File: src/rtl/uart_program_loader_pkg.sv
// Shared constants, FSM state types and the high-byte range check for the UART program loader.
package loader_pkg;

    localparam logic [7:0] SYNC_BYTE = 8'h55;

    typedef enum logic [1:0] {
        RX_IDLE  = 2'd0,
        RX_START = 2'd1,
        RX_DATA  = 2'd2,
        RX_STOP  = 2'd3
    } rx_state_t;

    typedef enum logic [1:0] {
        L_IDLE  = 2'd0,
        L_COUNT = 2'd1,
        L_HI    = 2'd2,
        L_LO    = 2'd3
    } loader_state_t;

    // A high byte is bad when any bit above the part that fits in the program word is set.
    function automatic logic hi_byte_bad(input logic [7:0] b, input int unsigned keep_bits);
        return (b >> keep_bits) != 8'd0;
    endfunction

endpackage

File: src/rtl/uart_program_loader_if.sv
// Program-memory write port and load status, driven by the loader (master) into the text RAM side (slave).
interface uart_program_loader_if #(
    parameter int ADDR_WIDTH = 8,
    parameter int DATA_WIDTH = 12
);
    logic                  program_write;
    logic [ADDR_WIDTH-1:0] program_address;
    logic [DATA_WIDTH-1:0] program_cmd;
    logic                  loading;
    logic                  load_done;
    logic                  load_error;

    modport master (
        output program_write, program_address, program_cmd,
        output loading, load_done, load_error
    );

    modport slave (
        input program_write, program_address, program_cmd,
        input loading, load_done, load_error
    );
endinterface

File: src/rtl/uart_program_loader_uart_rx.sv
// 8N1 UART receiver: two-flop synchroniser, centre sampling, one-cycle byte_valid / frame_err pulses.
module uart_rx
    import loader_pkg::*;
#(
    parameter int CLKS_PER_BIT = 434
) (
    input  logic       clk,
    input  logic       reset,
    input  logic       rx_i,
    output logic       byte_valid_o,
    output logic [7:0] data_o,
    output logic       frame_err_o
);
    localparam int CNT_W = $clog2(CLKS_PER_BIT);
    localparam logic [CNT_W-1:0] BIT_LAST  = CNT_W'(CLKS_PER_BIT - 1);
    localparam logic [CNT_W-1:0] HALF_LAST = CNT_W'(CLKS_PER_BIT / 2 - 1);

    rx_state_t        state_q, state_d;
    logic             rx_meta_q, rx_sync_q, rx_prev_q;
    logic [CNT_W-1:0] cnt_q, cnt_d;
    logic [2:0]       bit_idx_q, bit_idx_d;
    logic [7:0]       shift_q, shift_d;
    logic             byte_valid_q, byte_valid_d;
    logic             frame_err_q, frame_err_d;
    logic             bit_end_s;

    assign bit_end_s = (cnt_q == BIT_LAST);

    // State register, synchroniser and datapath registers; the line idles high so sync flops reset to 1.
    always_ff @(posedge clk or negedge reset) begin
        if (!reset) begin
            state_q      <= RX_IDLE;
            rx_meta_q    <= 1'b1;
            rx_sync_q    <= 1'b1;
            rx_prev_q    <= 1'b1;
            cnt_q        <= '0;
            bit_idx_q    <= 3'd0;
            shift_q      <= 8'd0;
            byte_valid_q <= 1'b0;
            frame_err_q  <= 1'b0;
        end else begin
            state_q      <= state_d;
            rx_meta_q    <= rx_i;
            rx_sync_q    <= rx_meta_q;
            rx_prev_q    <= rx_sync_q;
            cnt_q        <= cnt_d;
            bit_idx_q    <= bit_idx_d;
            shift_q      <= shift_d;
            byte_valid_q <= byte_valid_d;
            frame_err_q  <= frame_err_d;
        end
    end

    // Next-state logic.
    always_comb begin
        state_d = state_q;
        case (state_q)
            RX_IDLE:  if (rx_prev_q && !rx_sync_q) state_d = RX_START; else state_d = RX_IDLE;
            RX_START: if (cnt_q == HALF_LAST) state_d = rx_sync_q ? RX_IDLE : RX_DATA;
                      else state_d = RX_START;
            RX_DATA:  if (bit_end_s && bit_idx_q == 3'd7) state_d = RX_STOP; else state_d = RX_DATA;
            RX_STOP:  if (bit_end_s) state_d = RX_IDLE; else state_d = RX_STOP;
            default:  state_d = RX_IDLE;
        endcase
    end

    // Bit timing, shift register and the registered result pulses.
    always_comb begin
        cnt_d        = cnt_q + CNT_W'(1);
        bit_idx_d    = bit_idx_q;
        shift_d      = shift_q;
        byte_valid_d = 1'b0;
        frame_err_d  = 1'b0;
        case (state_q)
            RX_IDLE: begin
                cnt_d     = '0;
                bit_idx_d = 3'd0;
            end
            RX_START: if (cnt_q == HALF_LAST) cnt_d = '0; else cnt_d = cnt_q + CNT_W'(1);
            RX_DATA: begin
                if (bit_end_s) begin
                    cnt_d     = '0;
                    shift_d   = {rx_sync_q, shift_q[7:1]};
                    bit_idx_d = bit_idx_q + 3'd1;
                end else begin
                    cnt_d = cnt_q + CNT_W'(1);
                end
            end
            RX_STOP: begin
                if (bit_end_s) begin
                    cnt_d        = '0;
                    byte_valid_d = rx_sync_q;
                    frame_err_d  = !rx_sync_q;
                end else begin
                    cnt_d = cnt_q + CNT_W'(1);
                end
            end
            default: cnt_d = '0;
        endcase
    end

    assign byte_valid_o = byte_valid_q;
    assign frame_err_o  = frame_err_q;
    assign data_o       = shift_q;

endmodule

File: src/rtl/uart_program_loader.sv
// Loads a program image (sync, word count, hi/lo byte pairs) from a UART into text RAM.
module uart_program_loader
    import loader_pkg::*;
#(
    parameter int CLKS_PER_BIT      = 434,
    parameter int ADDR_WIDTH        = 8,
    parameter int INSTRUCTION_WIDTH = 4,
    parameter int DATA_WIDTH        = ADDR_WIDTH + INSTRUCTION_WIDTH
) (
    input  logic                  clk,
    input  logic                  reset,
    input  logic                  rx,
    uart_program_loader_if.master prog_bus
);
    localparam int unsigned HI_BITS = DATA_WIDTH - 8;

    logic            byte_valid_s, frame_err_s;
    logic [7:0]      byte_data_s;
    logic            hi_bad_s;

    loader_state_t         l_state_q, l_state_d;
    logic [8:0]            remaining_q, remaining_d;
    logic [HI_BITS-1:0]    hi_q, hi_d;
    logic [ADDR_WIDTH-1:0] cur_addr_q, cur_addr_d;
    logic [ADDR_WIDTH-1:0] addr_q, addr_d;
    logic [DATA_WIDTH-1:0] cmd_q, cmd_d;
    logic                  write_q, write_d;
    logic                  loading_q, loading_d;
    logic                  done_q, done_d;
    logic                  error_q, error_d;

    uart_rx #(.CLKS_PER_BIT(CLKS_PER_BIT)) u_rx (
        .clk          (clk),
        .reset        (reset),
        .rx_i         (rx),
        .byte_valid_o (byte_valid_s),
        .data_o       (byte_data_s),
        .frame_err_o  (frame_err_s)
    );

    assign hi_bad_s = hi_byte_bad(byte_data_s, HI_BITS);

    // State register and all loader datapath / output registers.
    always_ff @(posedge clk or negedge reset) begin
        if (!reset) begin
            l_state_q   <= L_IDLE;
            remaining_q <= 9'd0;
            hi_q        <= '0;
            cur_addr_q  <= '0;
            addr_q      <= '0;
            cmd_q       <= '0;
            write_q     <= 1'b0;
            loading_q   <= 1'b0;
            done_q      <= 1'b0;
            error_q     <= 1'b0;
        end else begin
            l_state_q   <= l_state_d;
            remaining_q <= remaining_d;
            hi_q        <= hi_d;
            cur_addr_q  <= cur_addr_d;
            addr_q      <= addr_d;
            cmd_q       <= cmd_d;
            write_q     <= write_d;
            loading_q   <= loading_d;
            done_q      <= done_d;
            error_q     <= error_d;
        end
    end

    // Next-state logic; a framing error outside idle always drops back to idle.
    always_comb begin
        l_state_d = l_state_q;
        case (l_state_q)
            L_IDLE:  if (byte_valid_s && byte_data_s == SYNC_BYTE) l_state_d = L_COUNT;
                     else l_state_d = L_IDLE;
            L_COUNT: if (frame_err_s) l_state_d = L_IDLE;
                     else if (byte_valid_s) l_state_d = L_HI;
                     else l_state_d = L_COUNT;
            L_HI:    if (frame_err_s) l_state_d = L_IDLE;
                     else if (byte_valid_s) l_state_d = hi_bad_s ? L_IDLE : L_LO;
                     else l_state_d = L_HI;
            L_LO:    if (frame_err_s) l_state_d = L_IDLE;
                     else if (byte_valid_s) l_state_d = (remaining_q == 9'd1) ? L_IDLE : L_HI;
                     else l_state_d = L_LO;
            default: l_state_d = L_IDLE;
        endcase
    end

    // Output and datapath next values; loading drops in idle so it trails the final write by a cycle.
    always_comb begin
        remaining_d = remaining_q;
        hi_d        = hi_q;
        cur_addr_d  = cur_addr_q;
        addr_d      = addr_q;
        cmd_d       = cmd_q;
        write_d     = 1'b0;
        loading_d   = loading_q;
        done_d      = 1'b0;
        error_d     = error_q;
        case (l_state_q)
            L_IDLE: begin
                if (byte_valid_s && byte_data_s == SYNC_BYTE) begin
                    loading_d  = 1'b1;
                    error_d    = 1'b0;
                    cur_addr_d = '0;
                end else begin
                    loading_d = 1'b0;
                end
            end
            L_COUNT: begin
                if (frame_err_s) begin
                    error_d   = 1'b1;
                    loading_d = 1'b0;
                end else if (byte_valid_s) begin
                    remaining_d = (byte_data_s == 8'd0) ? 9'd256 : {1'b0, byte_data_s};
                end else begin
                    remaining_d = remaining_q;
                end
            end
            L_HI: begin
                if (frame_err_s || (byte_valid_s && hi_bad_s)) begin
                    error_d   = 1'b1;
                    loading_d = 1'b0;
                end else if (byte_valid_s) begin
                    hi_d = byte_data_s[HI_BITS-1:0];
                end else begin
                    hi_d = hi_q;
                end
            end
            L_LO: begin
                if (frame_err_s) begin
                    error_d   = 1'b1;
                    loading_d = 1'b0;
                end else if (byte_valid_s) begin
                    write_d     = 1'b1;
                    addr_d      = cur_addr_q;
                    cmd_d       = {hi_q, byte_data_s};
                    remaining_d = remaining_q - 9'd1;
                    if (remaining_q == 9'd1) begin
                        done_d = 1'b1;
                    end else begin
                        cur_addr_d = cur_addr_q + ADDR_WIDTH'(1);
                    end
                end else begin
                    write_d = 1'b0;
                end
            end
            default: loading_d = 1'b0;
        endcase
    end

    assign prog_bus.program_write   = write_q;
    assign prog_bus.program_address = addr_q;
    assign prog_bus.program_cmd     = cmd_q;
    assign prog_bus.loading         = loading_q;
    assign prog_bus.load_done       = done_q;
    assign prog_bus.load_error      = error_q;

endmodule

File: src/flat_wrapper.sv
// flat-port wrapper written by rule: the top's interface ports become plain ports
module uart_program_loader_flat import loader_pkg::*;
#(
    parameter int CLKS_PER_BIT      = 434,
    parameter int ADDR_WIDTH        = 8,
    parameter int INSTRUCTION_WIDTH = 4,
    parameter int DATA_WIDTH        = ADDR_WIDTH + INSTRUCTION_WIDTH
)
  (clk, reset, rx, prog_bus_program_write, prog_bus_program_address, prog_bus_program_cmd, prog_bus_loading, prog_bus_load_done, prog_bus_load_error);
  uart_program_loader_if #(.ADDR_WIDTH(ADDR_WIDTH), .DATA_WIDTH(DATA_WIDTH)) prog_bus_i ();
  input  logic clk;
  input  logic reset;
  input  logic rx;
  output wire logic [$bits(prog_bus_i.program_write)-1:0] prog_bus_program_write;
  output wire logic [$bits(prog_bus_i.program_address)-1:0] prog_bus_program_address;
  output wire logic [$bits(prog_bus_i.program_cmd)-1:0] prog_bus_program_cmd;
  output wire logic [$bits(prog_bus_i.loading)-1:0] prog_bus_loading;
  output wire logic [$bits(prog_bus_i.load_done)-1:0] prog_bus_load_done;
  output wire logic [$bits(prog_bus_i.load_error)-1:0] prog_bus_load_error;
  assign prog_bus_program_write = prog_bus_i.program_write;
  assign prog_bus_program_address = prog_bus_i.program_address;
  assign prog_bus_program_cmd = prog_bus_i.program_cmd;
  assign prog_bus_loading = prog_bus_i.loading;
  assign prog_bus_load_done = prog_bus_i.load_done;
  assign prog_bus_load_error = prog_bus_i.load_error;
  uart_program_loader #(.CLKS_PER_BIT(CLKS_PER_BIT), .ADDR_WIDTH(ADDR_WIDTH), .INSTRUCTION_WIDTH(INSTRUCTION_WIDTH), .DATA_WIDTH(DATA_WIDTH)) u_core (.clk(clk), .reset(reset), .rx(rx), .prog_bus(prog_bus_i));
endmodule
File: config.mk
export PLATFORM = sky130hd
export DESIGN_NAME = uart_program_loader_flat
export DESIGN_NICKNAME = d
export VERILOG_FILES = /design/src/rtl/uart_program_loader_pkg.sv /design/src/rtl/uart_program_loader_if.sv /design/src/rtl/uart_program_loader_uart_rx.sv /design/src/rtl/uart_program_loader.sv /design/src/flat_wrapper.sv
export SDC_FILE = /design/constraint.sdc
export NUM_CORES = 1
export LEC_CHECK = 0
export BUFFER_PORTS_ARGS = -buffer_cell sky130_fd_sc_hd__buf_4
export CORE_MARGIN = 10
export CORE_UTILIZATION = 64
export DETAILED_ROUTE_END_ITERATION = 16
export PLACE_DENSITY = 0.84
export SLEW_MARGIN = 10
export SYNTH_ARGS = -nofsm -noshare
export SYNTH_HDL_FRONTEND = slang
export SYNTH_SLANG_ARGS = --single-unit
File: constraint.sdc
create_clock -name clk -period 3.92 [get_ports clk]
set_clock_uncertainty 0.15 [all_clocks]
set_input_delay 0.392 -clock clk [delete_from_list [all_inputs] [get_ports clk]]
set_output_delay 0.392 -clock clk [all_outputs]
set_load 0.05 [all_outputs]
After elaboration in Yosys (flattened, before gate mapping):

Index checks and enable logic that the tools add are counted.

* memories kept: 0
* input bits: 3
* latch bits: 0
* output and inout port bits: 24
* bits in registers: 74
* memory bits (read-only): 0
* RAM bits: 0

* eq/ne operators: 20
* div/mod/pow operators: 0
* magnitude comparators: 0
* bitwise operators: 2
* multipliers: 0
* multiplexer cells: 51
* add/sub/neg operators: 4
* shifts and indexed selects: 0
* reduce and logical (&&, ||, !) cells: 23

Operator list (count)
* $mux 9: 7
* $mux 8: 4
* $pmux 9 s3: 1
* $mux 2: 11
* $mux 1: 20
* $pmux 9 s2: 1
* $pmux 2 s4: 2
* $pmux 8 s2: 1
* $ne 2x2->1 const B: 6
* $reduce_and 5->1: 2
* $add 9x1->9 const B: 1
* $eq 9x1->1 const B: 1
* $eq 9x8->1 const B: 1
* $eq 9x9->1 const B: 1
* $reduce_and 3->1: 3
* $sub 9x1->9 const B: 1
* $add 8x1->8 const B: 1
* $eq 2x2->1 const B: 4
* $eq 8x7->1 const B: 1
* $logic_not 8->1: 1
* $reduce_bool 8->1: 1
* $ne 2x1->1 const B: 3
* $pmux 1 s3: 2
* $pmux 3 s2: 1
* other kinds (12): 23

Logic depth before layout (Yosys ltp):

* word-level depth: 5
* mapped depth: 7
* gate-level depth less buffers: 6

Cells and area by module:

From an unflattened synthesis, not the netlist that was laid out.

* cells, all modules: 295
* area total of the unflattened synthesis: 3505.9 um2

By module, submodules not included
* uart_program_loader: instances 1, area each 2237.1 um2, cells an instance 190
* uart_rx: instances 1, area each 1268.7 um2, cells an instance 105

Worst setup path before layout:

No wires, ideal clock.

* kind: register -> register
* from: register u_core.u_rx.shift_q[5] (netlist: u_core.u_rx.data_o[5])
* to: register u_core.hi_q[0]
* required time: 3645 ps
* arrival: 1858 ps
* cell stages (with the launch flop): 5
* setup time: 125 ps
* setup slack: 1787 ps
* buffers on the path: 1
* path through: dfrtp_1 or4_4 or4b_1 buf_6 mux2_4

* word-level cells in the longest chain between the ends: 5

Ends and longest elaborated chain
* start: declaration: line uart_program_loader_uart_rx.sv:22 `logic [7:0] shift_q, shift_d;`
* start signal: assignment: line uart_program_loader_uart_rx.sv:48 `shift_q <= shift_d;`
* $reduce_bool 8->1: line uart_program_loader_pkg.sv:22 `return (b >> keep_bits) != 8'd0;`
* $logic_and 1x1->1: line uart_program_loader.sv:121 `if (frame_err_s || (byte_valid_s && hi_bad_s)) begin`
* $logic_or 1x1->1: line uart_program_loader.sv:121
* $not 1->1 (no line)
* $reduce_and 3->1 (no line)
* end signal: assignment: line uart_program_loader.sv:59 `hi_q <= hi_d;`
* end: declaration: line uart_program_loader.sv:23 `logic [HI_BITS-1:0] hi_q, hi_d;`

No other way between the ends.
A chain may end at the register's enable or synchronous reset.

Worst setup path in the final report:

* from: register u_core.u_rx.cnt_q[1]
* to: register u_core.u_rx.shift_q[6] (netlist: u_core.u_rx.data_o[6])

* word-level cells in the longest chain between the ends: 2

Ends and longest elaborated chain
* start: declaration: line uart_program_loader_uart_rx.sv:20 `logic [CNT_W-1:0] cnt_q, cnt_d;`
* start signal: assignment: line uart_program_loader_uart_rx.sv:46 `cnt_q <= cnt_d;`
* $eq 9x9->1: line uart_program_loader_uart_rx.sv:27 `assign bit_end_s = (cnt_q == BIT_LAST);`
* $reduce_and 2->1 (no line)

No other way between the ends.

==> reports/qor.yml <==
crit_chain: "inv_1 > ha_1 > nand4_1 > nor4_4 > and3b_1 > mux2_2"
coreArea_um2: 5140
timing.final.crit_share_pct: 60.0
hp-class: "in2async"
stdcell_area_um2: 3860
finalWeightedCongestion: 0.839
multiInputGateArea_um2: 1470
cts_tree: "built"
startpoint: "u_core.u_rx.cnt_q[1]$_DFF_PN0_"
nets: 333
cts_inserted_buffers: 9
setup_viol: 0
overflow: 0
critPathMaxFanout: 10
syn_nets: 306
layout_commonest_cell: "dfrtp_1"
ys.flop_type: "dfrtp_1"
ctsResizeCount: 0
start_util_pct: 66.3
worst-endpoint-arrival_ns: 2.42
ios: 27
ir_drop_mv: 0.384
fp.dieH_um: 93.0
io_buffer_count: 26
syn_area_per_cell_um2: 11.5
hold_viol_final: 0
synth-edff-count: 0
async_flop_share_pct: 100
status: "finished clean"
placed_area_um2: 3650
rsz0062_at_grt: "false"
relSlewSlack_pct: 40.4
p_leak_nw: 1.89
r2r_start: "u_core.u_rx.cnt_q[1]$_DFF_PN0_"
syn_area_um2: 3410
n_antenna_cell: 0
r2r-end: "u_core.u_rx.data_o[6]$_DFFE_PN0P_"
power_density_nw_per_um2: 398
final_cell_mix: "dfrtp_1, mux2_2, buf_4"
r2r_setup_slack_ns: 1.57
die_area_um2: 8640
clock_path_buffers: 2
slowest_delay_ns: 0.47
drv_cap: 0
drc_errors: 0
grt_pass1_vias: 2340
worstSetupPathType: "reg2reg"
yosysSeqAreaShare_pct: 54.5
whs_ns: 0.00197
area.growth.synth_to_final_pct: 13.3
dp_hpwl_um: 4400
crit_required_ns: 3.99
critPathCaptureType: "flip-flop"
regArea_um2: 1860
vias_per_cell: 5.88
reg2regPathDepth: 6
fillCellCount: 345
drt-initial-drc-count: 110
grt_pass1_wl_um: 11300
critPathSlowestCell: "nor4_4"
rows: 26
drtAntennaViolNets: 0
vias: 2327
maxSlewViolCount: 0
startpoint_type: "flip-flop"
root_buffer: "clkbuf_8"
drt-wirelength-per-cell_um: 16.5
yosysUniqueCellTypes: 51
antenna_found_initial: 0
finalWirelength_um: 6540
max_slew.worst_pin.slew_ns: 0.894
ys_seq_elements: 74
synthCells: 295
htree_levels: 3
track_usage_pct: 16.1
critPathCapture: "u_core.u_rx.data_o[6]$_DFFE_PN0P_"
drt_first_pass_iters: 4
fin_crit_ns: 2.35
clk_pin_slew_worst_paths_ns: 0.07
timing.fmax_ghz: 0.425
clock_latency_ns: 0.34
yosysWarningCount: 0
cts.sinks: 74
drive_above_1_share_pct: 26.4
grt_max_degree: 75
fin_tns_setup_ns: 0
fp.dieW_um: 93.0
-- how the worst min path moves through the flow --
| stage | to | slack, ns | start |
|---|---|---|---|
| 3_3_place_gp | u_core.u_rx.rx_sync_q$_DFF_PN1_ | 0.20 | u_core.u_rx.rx_meta_q$_DFF_PN1_ |
| 5_1_grt | u_core.cur_addr_q[7]$_DFFE_PN0P_ | 0.08 | reset |
| 2_1_floorplan | u_core.cur_addr_q[0]$_DFFE_PN0P_ | -0.05 | reset |
| 4_1_cts | u_core.prog_bus.program_address[5]$_DFFE_PN0P_ | 0.05 | reset |
| 3_5_place_dp | u_core.u_rx.rx_sync_q$_DFF_PN1_ | 0.20 | u_core.u_rx.rx_meta_q$_DFF_PN1_ |
| 6_report | u_core.cur_addr_q[7]$_DFFE_PN0P_ | 0.002 | reset |
-- final cells by class --
type,instances,share of cell area [%]
Sequential cell,74,48.1
Multi-Input combinational cell,201,38.0
Timing Repair Buffer,29,5.71
Clock buffer,13,4.38
Tap cell,70,2.27
Clock inverter,2,0.908
Inverter,7,0.681
-- stage by stage --
stage          setup WS, ns  total power (W)  util [%]  cells
2_1_floorplan          1.79         0.000915         -    295
3_3_place_gp           1.66         0.000945      70.9    380
3_5_place_dp           1.61         0.000951      70.9    380
4_1_cts                1.58          0.00155      75.1    396
5_1_grt                1.42          0.00161      75.1    396
6_report               1.57          0.00154      75.1    396
-- report_power, final --
| group | leakage [nW] | switching, W | internal [W] |
|---|---|---|---|
| registers | 1.01 | 0.0000439 | 0.000792 |
| clock network | 0.106 | 0.000254 | 0.000342 |
| logic | 0.768 | 0.0000593 | 0.0000445 |
-- registers in the layout, summed over array words and instances, names as in the netlist, 2 cells and up --
signal,cells
u_core.l_state_q,2
u_core.u_rx.state_q,2
u_core.u_rx.cnt_q,9
u_core.cur_addr_q,8
u_core.remaining_q,9
u_core.u_rx.bit_idx_q,3
u_core.u_rx.data_o,8
u_core.prog_bus.program_address,8
u_core.prog_bus.program_cmd,12
u_core.hi_q,4
-- synthesized netlist by cell type (3+ instances only) --
cell type / count / area (um^2)
clkbuf_1: 11 / 41.3
nand2b_1: 4 / 25.0
ha_1: 8 / 100
xnor2_1: 6 / 52.6
nand4b_1: 3 / 26.3
mux2_2: 30 / 338
inv_1: 7 / 26.3
o21a_1: 3 / 22.5
mux2_4: 4 / 60.1
a21oi_1: 18 / 90.1
or3_1: 3 / 18.8
nand2_1: 16 / 60.1
dfrtp_1: 71 / 1780
nor3b_1: 3 / 22.5
nand3_1: 9 / 45.0
nand3b_1: 3 / 22.5
nor2_1: 26 / 97.6
a31oi_1: 4 / 25.0
xor2_1: 3 / 26.3
a22o_1: 4 / 35.0
and3_1: 4 / 25.0
o21ai_0: 11 / 55.1
dfstp_2: 3 / 78.8
nor3_1: 3 / 15.0
-- per-layer routing --
metal  up-vias  GRT usage (%)  share of wire [%]
li1       1117              -                  -
met1      1140           20.3                 46
met2        59           25.1                 47
met3        11           4.44                5.4
met4         0           7.33                1.7
met5         -              0                  0
-- critical path: cells and delay by family (launching register included) --
family | cells | cell delay [ns]
buf+inv | 1 | 0.08
flops | 1 | 0.40
simple gates | 3 | 1.08
mux | 1 | 0.38
fa+ha+maj | 1 | 0.14
-- cells by family (layout without fill, tap and decap cells) --
kind of cell               Yosys count  after routing  synth area share (%)
and+or+nand+nor                     94             94                  15.6
DFF                                 74             74                  54.5
AOI/OAI and AO/OA                   55             55                  10.2
muxes                               35             35                  12.0
buffers and inverters               20             51                  2.46
xor gates and xnor gates             9              9                  2.31
adders and majority gates            8              8                  2.94
-- what timing repair did --
item,4_1_cts,5_1_grt
setup buffers,0,0
setup endpoints to repair,0,0
hold endpoints to repair,1,0
hold buffers,1,0
Power figures use the tool's default switching activity.
